`config.mk`:
```
export PLATFORM = sky130hd
export DESIGN_NAME = link_upstream_tx
export DESIGN_NICKNAME = d
export VERILOG_FILES = /design/src/rtl/link_upstream_tx.sv
export SDC_FILE = /design/constraint.sdc
export NUM_CORES = 1
export LEC_CHECK = 0
export ABC_CLOCK_PERIOD_IN_PS = 5700
export BUFFER_PORTS_ARGS = -buffer_cell sky130_fd_sc_hd__buf_2
export CELL_PAD_IN_SITES_DETAIL_PLACEMENT = 1
export CELL_PAD_IN_SITES_GLOBAL_PLACEMENT = 2
export CORE_MARGIN = 8
export CORE_UTILIZATION = 33
export CTS_CLUSTER_SIZE = 30
export DETAILED_ROUTE_END_ITERATION = 12
export MAX_ROUTING_LAYER = met4
export PLACE_DENSITY_LB_ADDON = 0.1
export SYNTH_ARGS = -nofsm -noshare
export SYNTH_HDL_FRONTEND = slang
export SYNTH_SLANG_ARGS = --single-unit
```
`constraint.sdc`:
```
create_clock -name clk -period 5.7 [get_ports clk]
set_clock_uncertainty 0.15 [all_clocks]
set_input_delay 0.57 -clock clk [delete_from_list [all_inputs] [get_ports clk]]
set_output_delay 0.57 -clock clk [all_outputs]
set_load 0.005 [all_outputs]
```
`src/rtl/link_upstream_tx.sv`:
```
// Upstream link transmitter: serializes DATA_W words into FLIT_W flits, low flit first, gated by receiver credits.
// Latency: first flit registered one cycle after accept; back-to-back words stream with no bubble.
// Backpressure: core_ready_o drops while a word is mid-flight or credits are zero. Optional macro LINK_UPSTREAM_TX_CREDIT_ERR_EN enables sticky overflow flag.
module link_upstream_tx #(
    parameter int DATA_W      = 32,
    parameter int FLIT_W      = 8,
    parameter int CREDITS     = 16,
    parameter int TOKEN_DECIM = 4
) (
    input  logic                         clk,
    input  logic                         rst,
    input  logic [DATA_W-1:0]            core_data_i,
    input  logic                         core_valid_i,
    output logic                         core_ready_o,
    output logic [FLIT_W-1:0]            io_data_o,
    output logic                         io_valid_o,
    input  logic                         io_token_i,
    output logic [$clog2(CREDITS+1)-1:0] credit_count_o,
    output logic                         credit_err_o
);
    localparam int BEATS = DATA_W / FLIT_W;
    localparam int BW    = (BEATS > 1) ? $clog2(BEATS) : 1;
    localparam int CW    = $clog2(CREDITS + 1);
    localparam logic [BW-1:0] LAST_BEAT = BW'(BEATS - 1);
    localparam logic [CW:0]   MAX_SUM   = (CW+1)'(CREDITS);
    localparam logic [CW:0]   DECIM     = (CW+1)'(TOKEN_DECIM);
    localparam logic [CW-1:0] CRED_MAX  = CW'(CREDITS);

    typedef enum logic {IDLE, SEND} state_t;

    state_t            state, state_next;
    logic [DATA_W-1:0] shift;
    logic [BW-1:0]     beat;
    logic [CW-1:0]     credits;
    logic              last_beat;
    logic              accept;
    logic              sync1, sync2, prev;
    logic              token_edge;
    logic [CW:0]       sum;
    logic              overflow;

    always_ff @(posedge clk) begin
        if (rst) state <= IDLE;
        else     state <= state_next;
    end

    always_comb begin
        last_beat    = 1'b0;
        core_ready_o = 1'b0;
        accept       = 1'b0;
        state_next   = state;
        last_beat    = (state == SEND) && (beat == LAST_BEAT);
        core_ready_o = (credits != '0) && ((state == IDLE) || last_beat);
        accept       = core_valid_i && core_ready_o;
        if (accept)         state_next = SEND;
        else if (last_beat) state_next = IDLE;
    end

    // Flit shown on io_data_o always corresponds to the current beat.
    always_ff @(posedge clk) begin
        if (rst) begin
            shift      <= '0;
            beat       <= '0;
            io_data_o  <= '0;
            io_valid_o <= 1'b0;
        end else if (accept) begin
            io_data_o  <= core_data_i[FLIT_W-1:0];
            shift      <= core_data_i >> FLIT_W;
            beat       <= '0;
            io_valid_o <= 1'b1;
        end else if ((state == SEND) && !last_beat) begin
            io_data_o  <= shift[FLIT_W-1:0];
            shift      <= shift >> FLIT_W;
            beat       <= beat + 1'b1;
            io_valid_o <= 1'b1;
        end else begin
            io_valid_o <= 1'b0;
        end
    end

    // Token line is asynchronous; every level change after synchronization is one token.
    always_ff @(posedge clk) begin
        if (rst) begin
            sync1 <= 1'b0;
            sync2 <= 1'b0;
            prev  <= 1'b0;
        end else begin
            sync1 <= io_token_i;
            sync2 <= sync1;
            prev  <= sync2;
        end
    end

    always_comb begin
        token_edge = (sync2 != prev);
        sum        = {1'b0, credits} - {{CW{1'b0}}, accept} + (token_edge ? DECIM : '0);
        overflow   = (sum > MAX_SUM);
    end

    always_ff @(posedge clk) begin
        if (rst)           credits <= CRED_MAX;
        else if (overflow) credits <= CRED_MAX;
        else               credits <= sum[CW-1:0];
    end

    assign credit_count_o = credits;

`ifdef LINK_UPSTREAM_TX_CREDIT_ERR_EN
    logic err_q;
    always_ff @(posedge clk) begin
        if (rst)           err_q <= 1'b0;
        else if (overflow) err_q <= 1'b1;
    end
    assign credit_err_o = err_q;
`else
    assign credit_err_o = 1'b0;
`endif

endmodule
```
; After elaboration in Yosys (flattened, before gate mapping)
; Cells that the tools add are included.
; W data, S select, Z words.
[totals]
elab_cells = 36
regBits = 44
input_bits = 36
output_inout_bits = 16
[classes]
bitwise_logic = 1
n_addsub = 3
n_lt_le_gt_ge = 1
eq_ne = 2
n_reduce_logical = 11
mux = 9
[op_table]
columns = op, n
row1 = $mux W24, 2
row2 = $mux W8, 2
row3 = $add A6 B3 Y6, 1
row4 = $gt A6 B5 Y1 const B, 1
row5 = $sub A5 B1 Y6, 1
row6 = $reduce_bool A5 Y1, 1
row7 = $logic_and A1 B1 Y1, 4
row8 = $mux W1, 4
row9 = $reduce_bool A2 Y1, 2
row10 = $reduce_or A2 Y1, 2
row11 = $mux W3, 1
row12 = $add A2 B1 Y2 const B, 1
row13 = $eq A2 B2 Y1 const B, 1
row14 = $logic_not A1 Y1, 1
row15 = $logic_or A1 B1 Y1, 1
row16 = $ne A1 B1 Y1, 1
row17 = $not A1 Y1, 1

; Longest topological paths before layout
[depth]
word_depth = 9
ltp_mapped = 13
ltp_nobuf = 12

; Worst setup path before layout
; Ideal clock, no wire load.
[synth_timing]
kind = register to register
from = register credits[2] (netlist: credit_count_o[2])
to = register credits[4] (netlist: credit_count_o[4])
setup_slack_ns = 2.577
stages_incl_launch_ff = 14
t_arrival_ns = 2.858
setup_time_ns = 0.115
period_less_slack_ns = 3.123
path_cell_list = dfxtp_1 -> or4_4 -> o21ai_4 -> buf_4 -> nor2_1 -> ha_1 -> inv_1 -> ha_1 -> inv_1 -> fa_1 -> inv_1 -> o2111ai_1 -> a211o_1 -> and2_1
[synth_between]
elab_chain_len = 7
[synth_rtl]
columns = item, line_no
row1 = "start, declared", 34  ; logic [CW-1:0] credits;
row2 = "start signal, assigned", 103  ; else credits <= sum[CW-1:0];
row3 = $reduce_bool A5 Y1 *, 53  ; core_ready_o = (credits != '0) && ((state == IDLE) || last_beat);
row4 = $logic_and A1 B1 Y1 *, 53
row5 = $logic_and A1 B1 Y1 *, 54  ; accept = core_valid_i && core_ready_o;
row6 = net accept, 36  ; logic accept;
row7 = $sub A5 B1 Y6 *, 96  ; sum = {1'b0, credits} - {{CW{1'b0}}, accept} + (token_edge ? DECIM : '0);
row8 = $add A6 B3 Y6 *, 96
row9 = $gt A6 B5 Y1, 97  ; overflow = (sum > MAX_SUM);
row10 = $reduce_or A2 Y1 (no source line), --
; Mark *: on every way through the listed nets, which the timed path passes. The rest lies on a longest branch.
; A chain may end at the register's enable or synchronous reset.

; Worst setup path in the final report
[layout_timing]
from = register credits[3] (netlist: credit_count_o[3])
to = register credits[1] (netlist: credit_count_o[1])
; The elaborated chain is that of the path after synthesis.

==> results.md <==
* Placed insts at 348
* Final Setup Violations at 0
* Die height at 95.0 µm
* Sequential share of power at 42.2%
* Clock slew at reported path FFs at roughly 0.080 ns
* Post-Syn Instances at 240
* Mapped Nets at 284
* Area Overhead vs Synth at 17.3%
* Grt ovf at 0
* Max Slew Vio Count at 0
* Critical path buffers and inverters at 3
* Actual slew at the worst max-slew pin at ~1.1 ns
* DRT iter0 DRCs at 52
* Worst r2r src: credit_count_o[3]$_SDFF_PP0_
* First-pass GRT wire length at between 8000 and 9000 µm
* Antenna violations before repair at 0
* Slowest library cell on the worst path: o21ai_4
* Clock share of power at 21.6%
* Ant. Diodes at 0
* Post-CTS Hold Buffers at 0
* Nets at ~320
* Max-cap violation count at 0
* Total negative slack at 0 ns
* Post-CTS sizing at 0
* Row Count at 28
* WHS at 0.308 ns
* HP Class: reg -> reg
* Fill count at 751
* WS Path Type: reg -> reg
* Vias per inst at 4.83
* Vias in the first global route at 1833
* Crit path max-delay family: compound AO/OA/AOI/OAI gates
* Post-CTS Setup Bufs at 0
* Worst skew pair latency at just under 0.3 ns
* Leakage at 0.00102 µW
* Synthesized area per cell at 8.57 µm²
* Root Buffer: clkbuf_8
* Mapped cell area at 0.00206 mm²
* Max clock buf depth at 2
* Tot GR Track Use at ~12%
* CTS tree: yes
* VDD IR max at between 150 and 200 µV
* Combinational fraction of design power at 36.2%
* Die ar. at ~0.009 mm²
* Period utilization at 65.1%
* Hold depth at 2
* Worst Hold Endpoint: shift[17]$_SDFFE_PP0P_
* Initial DRT Pass Iterations at 4
* Min cycle time layout at ~3.7 ns
* WL/cell at 14.3 µm
* Crit path largest cell delay at 0.77 ns
* EDFF count, synth at 0
* Core Region at 0.00599 mm²
* Width of the die at 95.0 µm
* Synth unique cells at 33
* Placed wire-length estimate at 3630 µm
* Status: completed
* Htree depth at 2
* CP cell instances: or4_4 -> o21ai_4 -> nor2_1 -> ha_1 -> inv_1 -> ha_1 -> inv_1 -> fa_1 -> inv_1 -> nor3_1 -> o21ai_0 -> a21boi_0
* P_sw at 338 µW
* CTS Sinks at between 40 and 50
* Sw Ratio at 36.3%
* Final hold vios at 0
* DR vias at 1718
* Ys async rst share at 0%
* Routability cong. at between 0.7 and 0.8
* Port Buffers at 50
* Hold Crit Start: shift[17]$_SDFFE_PP0P_
* Antenna Nets Post-Route at 0
* Num CTS Buffers at 5
* Share of layout cells above drive strength 1 at 28.1%
* R2R Path End: credit_count_o[1]$_SDFF_PP0_
* Worst r2r path cells at 12
* Filler-free cell count of the finished design at ~360
* Worst Path Arrival at 3.71 ns
* Initial core utilization at 34.3%
* Post-synthesis sequential area ratio at a little over two fifths
* Type of origin of the critical path: flip-flop
* Internal Power at about 590 µW
* Largest net degree at the start of global routing at 39
* Maximum clock rate at 0.269 GHz
* CP Data Required Time at about 5.7 ns
* CP endpoint kind: flip-flop
* Power Dens Cells at 386 mW/mm²
* Crit path max fanout at 37
* Final WL at 5090 µm
* Unrepaired setup endpoints after global routing: no
* Slew margin rel. at 28.6%
* Most used cell, CP: inv_1
* R2r setup slk at 1.99 ns
* YS warnings at 0
* # DRC at 0
* Main flop type after synthesis: dfxtp_1
* Register bit total from synthesis at 44
* I/O Pins at 52
[Yosys cell counts (2+ instances only)]
cell      count  share of area [%]
inv_1        10                1.8
a311oi_2     17                 12
nor2_1       27                4.9
a21oi_1      17                4.1
buf_1         3               0.55
clkbuf_1     11                2.0
a311oi_1      7                3.0
nand3_1       2               0.49
buf_6         2                1.1
nor2b_1       4                1.2
nand2_1      66                 12
nand2b_1      3               0.91
dfxtp_1      44                 43
buf_4         2               0.73
ha_1          7                4.3
[worst max-delay path by stage]
stage                                             from                           end  slack (ns)  cells past startpoint
after detailed placement  credit_count_o[3]$_SDFF_PP0_  credit_count_o[1]$_SDFF_PP0_        1.99                     12
after global placement    credit_count_o[3]$_SDFF_PP0_  credit_count_o[4]$_SDFF_PP1_        2.07                     12
after floorplan           credit_count_o[2]$_SDFF_PP0_  credit_count_o[4]$_SDFF_PP1_        2.58                     13
after CTS                 credit_count_o[3]$_SDFF_PP0_  credit_count_o[1]$_SDFF_PP0_        1.97                     12
after global routing      credit_count_o[3]$_SDFF_PP0_  credit_count_o[1]$_SDFF_PP0_        1.67                     12
final                     credit_count_o[3]$_SDFF_PP0_  credit_count_o[1]$_SDFF_PP0_        1.99                     12
[layer usage]
layer	global-route usage, %	routed length, µm	up-vias
li1	-	-	897
met1	15.8	2640	777
met2	17.8	2140	37
met3	3.10	250	7
met4	3.51	54	0
met5	-	0	-
[registers in the layout (all words and copies together) (netlist names)]
| name | cells |
|---|---|
| prev | 1 |
| io_valid_o | 1 |
| io_data_o | 8 |
| sync1 | 1 |
| sync2 | 1 |
| beat | 2 |
| credit_count_o | 5 |
| shift | 24 |
| state | 1 |
[power by group through the flow]
| stage | clock network [µW] | logic, µW | registers (µW) |
|---|---|---|---|
| floorplan | 0 | 254 | 396 |
| global placement | 0 | 344 | 398 |
| detailed placement | 0 | 345 | 401 |
| CTS | 209 | 347 | 394 |
| global route | 219 | 385 | 401 |
| finish | 201 | 337 | 393 |
[per-stage QoR]
| step | area, µm² | setup WS [ns] | total power (µW) | utilization, % |
|---|---|---|---|---|
| after global routing | 2410 | 1.67 | 1010 | 40.3 |
| after floorplan | 2060 | 2.58 | 650 | - |
| final | 2410 | 1.99 | 931 | 40.3 |
| after global placement | 2320 | 2.07 | 742 | 38.7 |
| after CTS | 2410 | 1.97 | 950 | 40.3 |
| after detailed placement | 2320 | 1.99 | 746 | 38.7 |
[worst reg2reg max path, cell delays in order (launching register included)]
cell	delay [ns]
dfxtp_1	0.35
or4_4	0.55
o21ai_4	0.77
nor2_1	0.10
ha_1	0.22
inv_1	0.05
ha_1	0.18
inv_1	0.06
fa_1	0.40
inv_1	0.10
nor3_1	0.05
o21ai_0	0.41
a21boi_0	0.18
[cell families after synthesis]
group	Yosys count	share of synthesized area [%]
AND/OR/NAND/NOR	108	21.8
flip-flops	44	42.8
XOR/XNOR	2	0.852
AO/OA/AOI/OAI	49	22.9
other	1	0.182
adder cells (fa/ha/maj)	8	5.23
buffers and inverters	28	6.20
[cell usage in the layout (no fill, tap or decap), drive strengths merged]
cell,synthesis,final
a221oi,1,1
nand2b,3,3
fa,1,1
dfxtp,44,44
and2,1,1
nand2,66,66
o21a,1,1
ha,7,7
o2111ai,1,1
a21o,1,1
nor2b,4,4
nand3,2,2
buf,7,51
conb,1,1
a21boi,1,1
or4,1,1
a311oi,24,24
inv,10,10
o21ai,2,2
a21oi,17,17
a211o,1,1
xnor2,1,1
clkbuf,11,6
nor4b,1,1
clkinv,0,2
nor4,1,1
nor3,1,1
nor3b,1,1
nor2,27,27
xor2,1,1
[area by class of cell]
cell class	instances	area (µm²)	share of cell area (%)
multi-input combinational	168	1050	43.5
sequential	44	881	36.5
inverter	10	37.5	1.56
tap	75	93.8	3.89
clock buffer	6	82.6	3.42
timing repair buffer	51	258	10.7
clock inverter	2	10.0	0.415
Power figures use the tool's default switching activity.
